==> src/rtl/i2s_tx_scheduler_if.sv <==
// rtl/i2s_tx_scheduler_if.sv - source request and transmitter load-port bundle for the I2S sample scheduler
interface i2s_tx_scheduler_if #(
  parameter int NUM_SRC = 4,
  parameter int DATA_W  = 24
);
  logic [NUM_SRC-1:0]        src_valid;
  logic [NUM_SRC*DATA_W-1:0] src_data;
  logic [NUM_SRC-1:0]        src_ack;
  logic                      tx_ready;
  logic [DATA_W-1:0]         tx_pcm;
  logic                      tx_sent;

  // scheduler side
  modport master (
    input  src_valid, src_data, tx_ready,
    output src_ack, tx_pcm, tx_sent
  );

  // sources and transmitter side
  modport slave (
    output src_valid, src_data, tx_ready,
    input  src_ack, tx_pcm, tx_sent
  );
endinterface

==> src/rtl/i2s_tx_scheduler.sv <==
// rtl/i2s_tx_scheduler.sv - arbitrates audio sources into one I2S sample per transmitter ready window
module i2s_tx_scheduler #(
  parameter int NUM_SRC    = 4,
  parameter int DATA_W     = 24,
  parameter int UR_TIMEOUT = 64,
  localparam int GW        = $clog2(NUM_SRC),
  localparam int UCW       = $clog2(UR_TIMEOUT)
) (
  input  logic               clk,
  input  logic               rstn,
  i2s_tx_scheduler_if.master bus,
  input  logic [NUM_SRC-1:0] cfg_enable,
  input  logic               cfg_rr,
  input  logic               cfg_mute,
  input  logic               cfg_hold_last,
  output logic [GW-1:0]      grant_id,
  output logic               fill_flag,
  output logic [15:0]        underrun_cnt
);

  typedef enum logic {IDLE, WAIT_DROP} state_t;

  localparam logic [UCW-1:0] UC_LAST = UCW'(UR_TIMEOUT - 1);

  state_t               state, state_nxt;
  logic [UCW-1:0]       uc, uc_nxt;
  logic [GW-1:0]        rr_ptr, rr_nxt;
  logic [DATA_W-1:0]    pcm_q, pcm_nxt;
  logic                 sent_q, sent_nxt;
  logic [NUM_SRC-1:0]   ack_q, ack_nxt;
  logic [GW-1:0]        gid_nxt;
  logic                 fill_nxt;
  logic [15:0]          ucnt_nxt;

  logic [NUM_SRC-1:0]   eligible;
  logic                 any_elig;
  logic                 found;
  logic [GW-1:0]        cand;
  logic [GW-1:0]        win;
  logic [DATA_W-1:0]    src_arr [NUM_SRC];

  // unpack the flat source data bus into one word per source
  always_comb begin
    for (int i = 0; i < NUM_SRC; i++) begin
      src_arr[i] = bus.src_data[i*DATA_W +: DATA_W];
    end
  end

  // pick the winner: round-robin starting after the last real grant, or lowest index
  always_comb begin
    eligible = bus.src_valid & cfg_enable;
    any_elig = |eligible;
    win      = '0;
    found    = 1'b0;
    cand     = '0;
    if (cfg_rr) begin
      for (int k = 1; k <= NUM_SRC; k++) begin
        cand = GW'((int'(rr_ptr) + k) % NUM_SRC);
        if (!found && eligible[cand]) begin
          win   = cand;
          found = 1'b1;
        end
      end
    end else begin
      for (int i = NUM_SRC - 1; i >= 0; i--) begin
        if (eligible[i]) win = GW'(i);
      end
    end
  end

  // next state and next output values; strobes default low so they last one cycle
  always_comb begin
    state_nxt = state;
    uc_nxt    = uc;
    rr_nxt    = rr_ptr;
    pcm_nxt   = pcm_q;
    sent_nxt  = 1'b0;
    ack_nxt   = '0;
    gid_nxt   = grant_id;
    fill_nxt  = fill_flag;
    ucnt_nxt  = underrun_cnt;
    case (state)
      IDLE: begin
        if (!bus.tx_ready) begin
          uc_nxt = '0;
        end else if (any_elig) begin
          pcm_nxt      = cfg_mute ? '0 : src_arr[win];
          sent_nxt     = 1'b1;
          ack_nxt[win] = 1'b1;
          gid_nxt      = win;
          fill_nxt     = 1'b0;
          rr_nxt       = win;
          uc_nxt       = '0;
          state_nxt    = WAIT_DROP;
        end else if (uc == UC_LAST) begin
          // fill sample: muting wins over holding the previous value
          pcm_nxt   = (cfg_hold_last && !cfg_mute) ? pcm_q : '0;
          sent_nxt  = 1'b1;
          fill_nxt  = 1'b1;
          ucnt_nxt  = (underrun_cnt == 16'hFFFF) ? underrun_cnt : underrun_cnt + 16'd1;
          uc_nxt    = '0;
          state_nxt = WAIT_DROP;
        end else begin
          uc_nxt = uc + UCW'(1);
        end
      end
      WAIT_DROP: begin
        // no arbitration until the transmitter drops ready: one sample per window
        uc_nxt = '0;
        if (!bus.tx_ready) state_nxt = IDLE;
      end
      default: state_nxt = IDLE;
    endcase
  end

  // register state and every output
  always_ff @(posedge clk or negedge rstn) begin
    if (!rstn) begin
      state        <= IDLE;
      uc           <= '0;
      rr_ptr       <= GW'(NUM_SRC - 1);
      pcm_q        <= '0;
      sent_q       <= 1'b0;
      ack_q        <= '0;
      grant_id     <= '0;
      fill_flag    <= 1'b0;
      underrun_cnt <= '0;
    end else begin
      state        <= state_nxt;
      uc           <= uc_nxt;
      rr_ptr       <= rr_nxt;
      pcm_q        <= pcm_nxt;
      sent_q       <= sent_nxt;
      ack_q        <= ack_nxt;
      grant_id     <= gid_nxt;
      fill_flag    <= fill_nxt;
      underrun_cnt <= ucnt_nxt;
    end
  end

  assign bus.tx_pcm  = pcm_q;
  assign bus.tx_sent = sent_q;
  assign bus.src_ack = ack_q;

endmodule

==> src/flat_wrapper.sv <==
// flat-port wrapper written by rule: the top's interface ports become plain ports
module i2s_tx_scheduler_flat 
#(
  parameter int NUM_SRC    = 4,
  parameter int DATA_W     = 24,
  parameter int UR_TIMEOUT = 64,
  localparam int GW        = $clog2(NUM_SRC),
  localparam int UCW       = $clog2(UR_TIMEOUT)
)
  (clk, rstn, cfg_enable, cfg_rr, cfg_mute, cfg_hold_last, grant_id, fill_flag, underrun_cnt, bus_src_valid, bus_src_data, bus_tx_ready, bus_src_ack, bus_tx_pcm, bus_tx_sent);
  i2s_tx_scheduler_if #(.NUM_SRC(NUM_SRC), .DATA_W(DATA_W)) bus_i ();
  input  logic clk;
  input  logic rstn;
  input  logic [NUM_SRC-1:0] cfg_enable;
  input  logic cfg_rr;
  input  logic cfg_mute;
  input  logic cfg_hold_last;
  output logic [GW-1:0] grant_id;
  output logic fill_flag;
  output logic [15:0] underrun_cnt;
  input wire logic [$bits(bus_i.src_valid)-1:0] bus_src_valid;
  input wire logic [$bits(bus_i.src_data)-1:0] bus_src_data;
  input wire logic [$bits(bus_i.tx_ready)-1:0] bus_tx_ready;
  output wire logic [$bits(bus_i.src_ack)-1:0] bus_src_ack;
  output wire logic [$bits(bus_i.tx_pcm)-1:0] bus_tx_pcm;
  output wire logic [$bits(bus_i.tx_sent)-1:0] bus_tx_sent;
  assign bus_i.src_valid = bus_src_valid;
  assign bus_i.src_data = bus_src_data;
  assign bus_i.tx_ready = bus_tx_ready;
  assign bus_src_ack = bus_i.src_ack;
  assign bus_tx_pcm = bus_i.tx_pcm;
  assign bus_tx_sent = bus_i.tx_sent;
  i2s_tx_scheduler #(.NUM_SRC(NUM_SRC), .DATA_W(DATA_W), .UR_TIMEOUT(UR_TIMEOUT)) u_core (.clk(clk), .rstn(rstn), .bus(bus_i), .cfg_enable(cfg_enable), .cfg_rr(cfg_rr), .cfg_mute(cfg_mute), .cfg_hold_last(cfg_hold_last), .grant_id(grant_id), .fill_flag(fill_flag), .underrun_cnt(underrun_cnt));
endmodule
==> config.mk <==
export PLATFORM = sky130hd
export DESIGN_NAME = i2s_tx_scheduler_flat
export DESIGN_NICKNAME = d
export VERILOG_FILES = /design/src/rtl/i2s_tx_scheduler_if.sv /design/src/rtl/i2s_tx_scheduler.sv /design/src/flat_wrapper.sv
export SDC_FILE = /design/constraint.sdc
export NUM_CORES = 1
export LEC_CHECK = 0
export BUFFER_PORTS_ARGS = -buffer_cell sky130_fd_sc_hd__buf_2
export CORE_MARGIN = 5
export CORE_UTILIZATION = 51
export CTS_CLUSTER_SIZE = 12
export DETAILED_ROUTE_END_ITERATION = 16
export MAX_ROUTING_LAYER = met4
export PLACE_DENSITY = 0.95
export SLEW_MARGIN = 25
export SYNTH_ARGS = -nofsm -noshare
export SYNTH_HDL_FRONTEND = slang
export SYNTH_SLANG_ARGS = --single-unit
==> constraint.sdc <==
create_clock -name clk -period 3 [get_ports clk]
set_input_delay 0.3 -clock clk [delete_from_list [all_inputs] [get_ports clk]]
set_output_delay 0.3 -clock clk [all_outputs]
set_load 0.01 [all_outputs]
# Yosys cells after proc, flatten, opt, wreduce, memory -nomap -nowiden
# Cells that the tools add are included.
# totals
out_inout_bits,48
ff_bits,57
word_cells,92
# classes
reduce_logical,15
n_addsub,6
n_eq_ne,3
muxes,47
n_lt_le_gt_ge,7
n_bitwise,5
# op_table
op,n
$mux 24,6
$bmux 24 s2,1
$mux 1,18
$mux 2,9
$mux 6,3
$add 16x1->16 const B,1
$eq 16x16->1 const B,1
$lt 2x3->1 const B,5
$mux 4,3
$pmux 6 s2,1
$bmux 1 s2,4
$add 6x1->6 const B,1
$eq 6x6->1 const B,1
$reduce_and 3->1,2
$logic_and 1x1->1,5
$reduce_and 5->1,1
$add 2x1->2 const B,2
$add 2x2->2 const B,2
$and 4x4->4,1
$logic_not 1->1,4
$reduce_and 4->1,1
$reduce_or 4->1,1
$ge 3x3->1 const B,1
$not 1->1,3
6 further kinds,6

# Longest topological paths before layout
# Gate-level depths: netlist of run 1.
# logic_depth
word_depth,24
mapped_depth,9
ltp_nobuf,7

# Least setup slack after synthesis of run 1
# No wires, ideal clock.
# synth_path
path_kind,register to register
from,register u_core.rr_ptr[1]
to,"register u_core.pcm_q[3], in the netlist u_core.bus.tx_pcm[3]"
setup_slack_ps,1045
arrival_ps,1817
path_buffers,2
setup_time_ps,139
required_time_ps,2861
stages_incl_launch_ff,9
path_cell_list,dfstp_2 -> a211oi_1 -> a31o_2 -> a221oi_4 -> or2_1 -> buf_4 -> buf_8 -> mux2i_1 -> o211ai_1
# synth_via
elab_chain_cells,23
word_cells_on_any_way,35
classes_between,4 x add/sub; 24 x mux; 1 x bitwise; 6 x reduce/logical
# synth_lines
element,line_no,text
"start, declared",i2s_tx_scheduler.sv:27,"logic [GW-1:0] rr_ptr, rr_nxt;"
"start signal, assigned",i2s_tx_scheduler.sv:121,rr_ptr <= GW'(NUM_SRC - 1);
"start signal, assigned",i2s_tx_scheduler.sv:131,rr_ptr <= rr_nxt;
$add 2x1->2,i2s_tx_scheduler.sv:58,cand = GW'((int'(rr_ptr) + k) % NUM_SRC);
$bmux 1 s2,i2s_tx_scheduler.sv:59,if (!found && eligible[cand]) begin
$mux 1 (implied by the code),i2s_tx_scheduler.sv:59,
$mux 1,i2s_tx_scheduler.sv:59,
$mux 1,i2s_tx_scheduler.sv:56,if (cfg_rr) begin
$logic_not 1->1,i2s_tx_scheduler.sv:59,
$logic_and 1x1->1,i2s_tx_scheduler.sv:59,
$mux 1,i2s_tx_scheduler.sv:59,
[6 not listed],n/a,
$logic_and 1x1->1,i2s_tx_scheduler.sv:59,
$mux 2 *,i2s_tx_scheduler.sv:59,
$mux 2 *,i2s_tx_scheduler.sv:56,
$not 2->3 (implied by the code) *,i2s_tx_scheduler.sv:87,pcm_nxt = cfg_mute ? '0 : src_arr[win];
$bmux 24 s2 *,i2s_tx_scheduler.sv:87,
$mux 24 (implied by the code) * (2 in a row),i2s_tx_scheduler.sv:87,
$mux 24 *,i2s_tx_scheduler.sv:87,
$mux 24 *,i2s_tx_scheduler.sv:86,end else if (any_elig) begin
"end signal, assigned",i2s_tx_scheduler.sv:132,pcm_q <= pcm_nxt;
"end, declared",i2s_tx_scheduler.sv:28,"logic [DATA_W-1:0] pcm_q, pcm_nxt;"
# Mark *: on every way between the ends. The rest lies on a longest branch, timed or not. The select of a mux whose other input is x is not followed.
# A chain may end at the register's enable or synchronous reset.

# Final worst setup path of run 1
# layout_path
from,register u_core.rr_ptr[0]
to,"register u_core.pcm_q[13], in the netlist u_core.bus.tx_pcm[13]"
# Same word-level chain as after synthesis.

==> metrics list, run 1 <==
- Total GRT Usage: a little over a quarter
- Of the total power, combinational logic draws between 20% and 30%.
* Skew-Pair Late Insertion Delay: roughly 340 ps
- After clock tree synthesis, the repair step resized 0 gates.
- RSZ-0062 raised after global routing: false
- Number of primary I/O pins: 158
- The number of clock buffers added by TritonCTS is 9.
* Post-route ant nets: 0
- Core Rows: 29
* Synth warn: 0
* Number of sinks on the clock net: 57
- The final count of pins violating max slew came to 0.
- The clock arrives with between 15 and 20 ps of skew.
- Among all flip-flop cells after synthesis, the most frequent one is sky130_fd_sc_hd__dfrtp_1.
- Share of the clock period used by the worst path: between 80% and 90%
* Pin count of the biggest net entering global routing: 54
- Measured against its own limit, the worst slew margin works out to a little under a third.
- Deepest clock path buffer count: 2
- Remaining global-route overflow: 0
- In this run the worst path has a maximum fanout of 13.
- Port Buffer Count: between 150 and 200
- Largest delay contributor family on the critical path: compound AO/OA/AOI/OAI gates
- After the last flow step, the layout net total stands at 614.
- Number of detailed-routing iterations run before antenna repair: 5
- The post-route netlist has between 30% and 40% of its cells at a drive strength greater than 1.
* Post-DP HPWL: 7800 µm
- Critical path's slowest cell: sky130_fd_sc_hd__nor4_4
- Summed over all nets, the switching power comes to roughly 820 µW.
- Synthesis produced a netlist with a net count of 459.
* TritonCTS clock tree: built
* CP peak stage delay: approximately 650 ps
* Share of total power consumed by net switching: between 30% and 40%
* Clk slew on worst S/H paths: 80 ps
- In this run the clock root is driven by a sky130_fd_sc_hd__clkbuf_8.
- Using the TritonRoute via totals, the vias-per-cell ratio works out to approximately 5.9.
* Max Fclk: just under 400 MHz
- Core Box Area: around 6300 µm²
- Kind of end point of the critical path: flop
* First-iteration detailed-routing DRC count: 170
* Worst IR Drop VDD: between 0.0003 and 0.0004 V
* Layout area overhead: 31.6%
- Final setup viols: 0
- Summing all non-filler instances in the final layout gives an area of ~4400 µm².
- Post-placement cell area: about 4200 µm²
- Tightest Hold Check Type: input pin to asynchronous set/reset pin
* Mean post-synth cell area: around 9.6 µm²
- Final routed DRC violation total: 0
- The worst setup path is of the flop to flop kind.
* Total wire length: around 11000 µm
- The congestion estimate from routability-driven global placement came to around 0.86.
- Hold buffer count at CTS: 0
- Die footprint: approximately 8200 µm²
- The share of total power dissipated in the clock network is between 30% and 40%.
- Minimum clock period: 2550 ps
- Top library cells by usage in the layout, fill and taps aside: sky130_fd_sc_hd__buf_2, sky130_fd_sc_hd__dfrtp_1, sky130_fd_sc_hd__nand2_1, sky130_fd_sc_hd__nand3_1, sky130_fd_sc_hd__a31oi_1
* Worst Max-Slew Pin Slew: roughly 1000 ps
* Max-cap violation count: 0
* Flip-flop and latch count after synthesis: 57
- Post-synth cell types: 47
* Cell area power density: 543 nW/µm²
* Filler Cells Inserted: between 400 and 500
- In this run the static leakage power is ~2.2 nW.
- Number of enable flip-flop cells after synthesis: 0
- Worst path buffer plus inverter count: 2
- The share of the Yosys chip area taken by registers is roughly 43%.
- Dividing the detail-routed wire length by the instance count gives ~18 µm.
* Final number of hold-violating endpoints: 0
- Area of the multi-input gates: approximately 1800 µm²
- Share of flip-flops with an asynchronous set or reset after synthesis: 100%
- The first global-routing pass estimated ~18000 µm of wire.
- Total negative slack: 0 ps
- Walking the worst path, the cells encountered are inv_1 -> a32oi_1 -> o221ai_2 -> nor4_4 -> buf_4 -> a31oi_1 -> o211ai_1.
- Power comes to 2.37 mW.
* Number of antenna violations at the first check in global routing: 0
* Run status: complete, no violations
- The H-tree generated during clock tree synthesis spans 3 levels.
* Endpoint required time on the critical path: about 3200 ps
* Share of power burned in registers: about two fifths
* Non-filler instance count after layout: approximately 580
* Horizontal extent of the die: 90.7 µm
- The number of antenna diodes in the final layout is 0.
- The synthesized netlist occupies a cell area of approximately 3300 µm².
- Share of the core filled with cells in the final layout: between 60% and 70%
* Effective utilization at floorplan: 52.3%
- Type of element launching the critical path: flop
- Leaving out fill and tap cells, the most frequent cell in the layout is sky130_fd_sc_hd__buf_2.
* Total vias in the final route: about 3500
- Buffers added to address setup during post-CTS repair amount to 0.
- DP Cell Count: ~570
- For the worst setup path, the data arrival time is ~2800 ps.
- Via count of the first global-routing pass: between 3000 and 4000
* Die Height: approximately 90 µm
- Internal Power: between 1.5 and 2 mW
- The cell count after synthesis came out at approximately 350.
- In the final layout, flip-flops and latches occupy between 1000 and 1500 µm².
## synth_stat cells, drive strengths merged (3+ instances only)
master	number	area, µm²
a211oi	3	32.5
a21o	3	22.5
a21oi	4	20.0
a31oi	26	163
and2	5	31.3
and3	6	37.5
buf	9	80.1
clkbuf	14	52.6
dfrtp	55	1380
inv	4	15.0
mux2i	24	240
nand2	43	161
nand3	34	170
nand4	6	37.5
nor2	14	52.6
nor3	3	15.0
nor4	25	171
o211ai	24	180
o21ai	4	23.8
xnor2	16	140
xor2	3	26.3
## power groups by stage
stage / registers, mW / logic (mW) / clock network (mW)
2_1_floorplan: 1.01 / 0.361 / 0
3_3_place_gp: 0.958 / 0.658 / 0
3_5_place_dp: 0.963 / 0.686 / 0
4_1_cts: 0.950 / 0.688 / 0.742
5_1_grt: 0.965 / 0.754 / 0.790
6_report: 0.951 / 0.688 / 0.734
## worst paths after layout
kind,startpoint,to,slack (ps),cells after the start
min reg2reg,u_core.uc[0]$_DFF_PN0_,u_core.uc[0]$_DFF_PN0_,480,1
max reg2reg,u_core.rr_ptr[0]$_DFFE_PN1P_,u_core.bus.tx_pcm[13]$_DFFE_PN0P_,450,7
min in group clk,bus_tx_ready,u_core.state$_DFF_PN0_,200,2
max,u_core.rr_ptr[0]$_DFFE_PN1P_,u_core.bus.tx_pcm[13]$_DFFE_PN0P_,450,7
max in group asynchronous,rstn,u_core.bus.tx_pcm[9]$_DFFE_PN0P_,2090,2
min,rstn,u_core.underrun_cnt[9]$_DFFE_PN0P_,80,1
## logic make-up after synthesis
group	after synthesis	synth area share [%]
XOR/XNOR	19	5.01
AND/OR/NAND/NOR	140	21.2
flip-flops	57	43.0
multiplexers	25	7.57
adder cells (fa/ha/maj)	2	0.753
buffers and inverters	27	4.44
AO/OA/AOI/OAI	77	18.0
## per-layer routing
layer / track usage, % / wire [µm] / share of wire (%) / vias up
li1: - / - / - / 1616
met1: 33.5 / 4330 / 41 / 1621
met2: 42.9 / 5240 / 49 / 193
met3: 7.42 / 860 / 8.1 / 24
met4: 7.57 / 203 / 1.9 / 0
met5: - / 0 / 0 / -
## stage by stage
stage	hold WS, ps	setup slack (ps)
after floorplan	4.41	1040
after global placement	444	556
after detailed placement	461	397
after CTS	106	407
after global routing	144	329
final	76.1	451
## state kept, by name, summed over array words and instances, names as in the netlist
| register | cells |
|---|---|
| u_core.bus.src_ack | 4 |
| u_core.bus.tx_sent | 1 |
| u_core.fill_flag | 1 |
| u_core.state | 1 |
| u_core.underrun_cnt | 16 |
| u_core.rr_ptr | 2 |
| u_core.uc | 6 |
| u_core.grant_id | 2 |
| u_core.bus.tx_pcm | 24 |
## cell type report
| type | count | share of cell area (%) |
|---|---|---|
| multi-input cells | 263 | 40.5 |
| flip-flops and latches | 57 | 32.7 |
| repair buffers | 167 | 19.7 |
| clock buffers | 9 | 2.83 |
| well taps | 77 | 2.20 |
| clock inverters | 7 | 1.77 |
| inverters | 4 | 0.343 |
(Power assumes the default switching activity.)
==> inputs of run 2 (changes only) <==
Settings changed: ABC_AREA from default to 1, CORE_UTILIZATION 51 to 44, PLACE_DENSITY 0.95 to 0.88.
Clock period 3 ns to 2.1 ns, I/O delays scaled along.
==> metrics list, run 2 <==
- Run status: complete, but fails checks
* Violated checks: negative setup slack
- Layout Skew: 11.1 ps (-3.95 ps)
- Kind of end point of the critical path: flop
- The overall track demand over capacity in global routing came to 23.2% (-3.7 points).
* Tightest Hold Check Type: input pin to flop
- Flip-flop and latch count after synthesis: 57 (unchanged)
- Type of element launching the critical path: flop
* Worst Max-Slew Pin Slew: 483 ps (-540 ps)
- TritonCTS clock tree: built
- Antenna cells: 0 (unchanged)
* Sequential element share of the synthesized area: 38.1% (-4.9 points)
* Total power consumption of the routed design: 6.26 mW (+160%)
- The vertical die dimension came to 102 µm (+13%).
* Average via count per standard cell: 5.14 (-13%)
- Deepest clock path buffer count: 2 (unchanged)
* Mean post-synth cell area: 6.55 µm² (-32%)
- Share of flip-flops with an asynchronous set or reset after synthesis: 100% (unchanged)
- Most instantiated cells after synthesis: sky130_fd_sc_hd__nand2_1, sky130_fd_sc_hd__nand3_1, sky130_fd_sc_hd__dfrtp_1
- The tightest slew margin relative to the limit came to 67.8% (+36 points).
- RSZ-0062 raised after global routing: true
- By area the synthesized netlist is led by sky130_fd_sc_hd__dfrtp_1, sky130_fd_sc_hd__nand2_1, sky130_fd_sc_hd__nand3_1.
* Critical Path AT: 2400 ps (-380 ps)
- Most frequently used cell type in the post-synthesis netlist: sky130_fd_sc_hd__nand2_1
- Via count of the first global-routing pass: 4205 (+16%)
* Total wire length: 12300 µm (+16%)
- Effective utilization at floorplan: 45.4% (-6.9 points)
- The summed instance area of the synthesized netlist was 3750 µm² (+13%).
* Post-DP HPWL: 9000 µm (+15%)
* Core Rows: 33 (+14%)
- Share of the clock period used by the worst path: 104% (+19 points)
- Cell area power density: 1190 nW/µm² (+120%)
- Synth warn: 0 (unchanged)
- Flip-flop count of the largest register after layout: 24 (unchanged)
- The overall die area was 10500 µm² (+27%).
- Crit path setup slack, layout: -79.1 ps (-531 ps)
* Number of detailed-routing iterations run before antenna repair: 7 (+2)
* Static Leakage: 3.10 nW (+43%)
- The peak clock frequency supported by timing came to 459 MHz (+17%).
* Worst setup path category: flop to flop
* Top library cells by usage in the layout, fill and taps aside: sky130_fd_sc_hd__nand2_1, sky130_fd_sc_hd__buf_2, sky130_fd_sc_hd__nand3_1, sky130_fd_sc_hd__dfrtp_1, sky130_fd_sc_hd__nor2_1
* Last weighted congestion value of the routability-driven placer: 0.949 (+10%)
- Worst hold slack across all endpoints: 108 ps (+32.1 ps)
- The clock buffer count from CTS is 9 (unchanged).
- Layout area overhead: 39.6%
* Final setup viols: 27 (+27)
- The largest total area in the synthesized netlist belongs to sky130_fd_sc_hd__dfrtp_1.
- Worst IR Drop VDD: 0.000661 V (+90%)
* Total vias in the final route: 4419 (+28%)
- The number of H-tree levels was 3 (unchanged).
- The largest fanout on the critical path is 15 (+2).
- Most common cell after layout, fill and taps aside: sky130_fd_sc_hd__nand2_1
- The count of nets left with antenna violations after detail routing was 0 (unchanged).
- Share of final-layout standard cells stronger than drive strength 1: 34.2% (-5.1 points)
- The total DRC errors in the routed layout was 0 (unchanged).
- Number of enable flip-flop cells after synthesis: 0 (unchanged)
- First-pass GRT wire length: 18800 µm (+6.4%)
* Number of primary I/O pins: 158 (unchanged)
- DR WL/cell: 14.3 µm (-21%)
- Skew-Pair Late Insertion Delay: 330 ps (about the same)
- The number of clock sinks was 57 (unchanged).
- The pin count of the biggest net entering global routing came to 49 (-9.3%).
- The final count of pins violating max slew was 0 (unchanged).
* First-iteration detailed-routing DRC count: 207 (+22%)
- The post-synthesis cell count was 573 (+65%).
* Clk slew on worst S/H paths: 70 ps (about the same)
- Core Box Area: 8260 µm² (+30%)
- Share of Yosys cell area claimed by the top area cell type: 36.7% (-4.7 points)
* Post-synth cell types: 29 (-38%)
* Max-cap violation count: 0 (unchanged)
* Horizontal extent of the die: 102 µm (+13%)
- Endpoint required time on the critical path: 2320 ps (-910 ps)
- The count of buffers inserted at the top-level ports came to 157 (unchanged).
* Synthesized Nets: 685 (+49%)
- Remaining global-route overflow: 0 (unchanged)
* Final number of hold-violating endpoints: 0 (unchanged)
- Minimum clock period: 2180 ps (-369 ps)
- Most used flip-flop cell after synthesis: sky130_fd_sc_hd__dfrtp_1
- Root buffer cell: sky130_fd_sc_hd__clkbuf_8
- Number of antenna violations at the first check in global routing: 0 (unchanged)
- The number of nets in the layout came to 862 (+40%).
## run 2: worst max-delay path: stages (launching register included)
cell and delay (ps):
sky130_fd_sc_hd__dfstp_2 600, sky130_fd_sc_hd__buf_12 120, sky130_fd_sc_hd__nand2_1 70, sky130_fd_sc_hd__nand2_1 90, sky130_fd_sc_hd__nor2_1 60, sky130_fd_sc_hd__nor2_2 130, sky130_fd_sc_hd__nand4_1 230, sky130_fd_sc_hd__nand3_4 170
sky130_fd_sc_hd__nand2_4 80, sky130_fd_sc_hd__buf_12 160, sky130_fd_sc_hd__nand2_1 60, sky130_fd_sc_hd__nand2_1 50, sky130_fd_sc_hd__nand2_1 60, sky130_fd_sc_hd__nand2_1 50, sky130_fd_sc_hd__nand2_1 70, sky130_fd_sc_hd__nand2_1 60
## run 2: kinds of logic (layout without fill, tap and decap cells)
logic type | after synthesis | in the layout | share of synthesized area, %
buffers and inverters | 50 | 232 | 6.77
adders and majority gates | 2 | 2 | 0.667
and+or+nand+nor | 439 | 439 | 48.8
DFF | 57 | 57 | 38.1
xor gates and xnor gates | 16 | 16 | 3.74
AOI/OAI and AO/OA | 9 | 9 | 1.93
## run 2: area by class of cell
type                    instances  area, µm²
clock buffers                  11        131
clock inverters                 5       80.1
flip-flops and latches         57       1430
repair buffers                191       1150
inverters                      25        101
multi-input cells             466       2220
fillers                       727       3020
well taps                     105        131
## run 2: where the power goes
part           internal, mW  total [mW]  switching (mW)
Combinational          1.42        3.57            2.15
Clock                 0.667        1.11           0.439
Sequential             1.39        1.58           0.193
## run 2: path summary, 6_finish.rpt
kind,end,slack (ps),from,cells past startpoint
min in group asynchronous,u_core.bus.tx_pcm[8]$_DFFE_PN0P_,380,rstn,2
max reg2reg,u_core.bus.tx_pcm[22]$_DFFE_PN0P_,-80,u_core.rr_ptr[0]$_DFFE_PN1P_,15
max in group asynchronous,u_core.bus.tx_pcm[21]$_DFFE_PN0P_,1160,rstn,3
min reg2reg,u_core.bus.tx_pcm[1]$_DFFE_PN0P_,480,u_core.bus.tx_pcm[1]$_DFFE_PN0P_,2
min,u_core.state$_DFF_PN0_,110,bus_tx_ready,3
max,u_core.bus.tx_pcm[22]$_DFFE_PN0P_,-80,u_core.rr_ptr[0]$_DFFE_PN1P_,15
## run 2: timing repair
item                       4_1_cts  5_1_grt
gates cloned                     0        1
hold endpoints to repair        18        0
pin swaps                        4       12
hold buffers                     1        0
resized for setup                9       44
buffers inserted                 2        9
setup endpoints to repair        9       36
## run 2: routing by layer
metal	global-route usage [%]	share of wire, %
met3	3.82	7.9
met5	-	0
met2	38.3	50
met4	7.87	2.9
met1	28.8	39
## run 2: per-stage QoR
stage / setup TNS [ps] / utilization [%] / setup slack (ps) / std cells / cell area [µm²]
after floorplan: 0 / - / 115 / 573 / 3750
after global placement: 0 / 57.3 / 45.7 / 831 / 4730
after detailed placement: -9.43 / 57.3 / -9.43 / 831 / 4730
after CTS: 0 / 60.7 / 1.47 / 850 / 5020
after global routing: -5030 / 63.4 / -218 / 860 / 5240
final: -951 / 63.4 / -79.1 / 860 / 5240
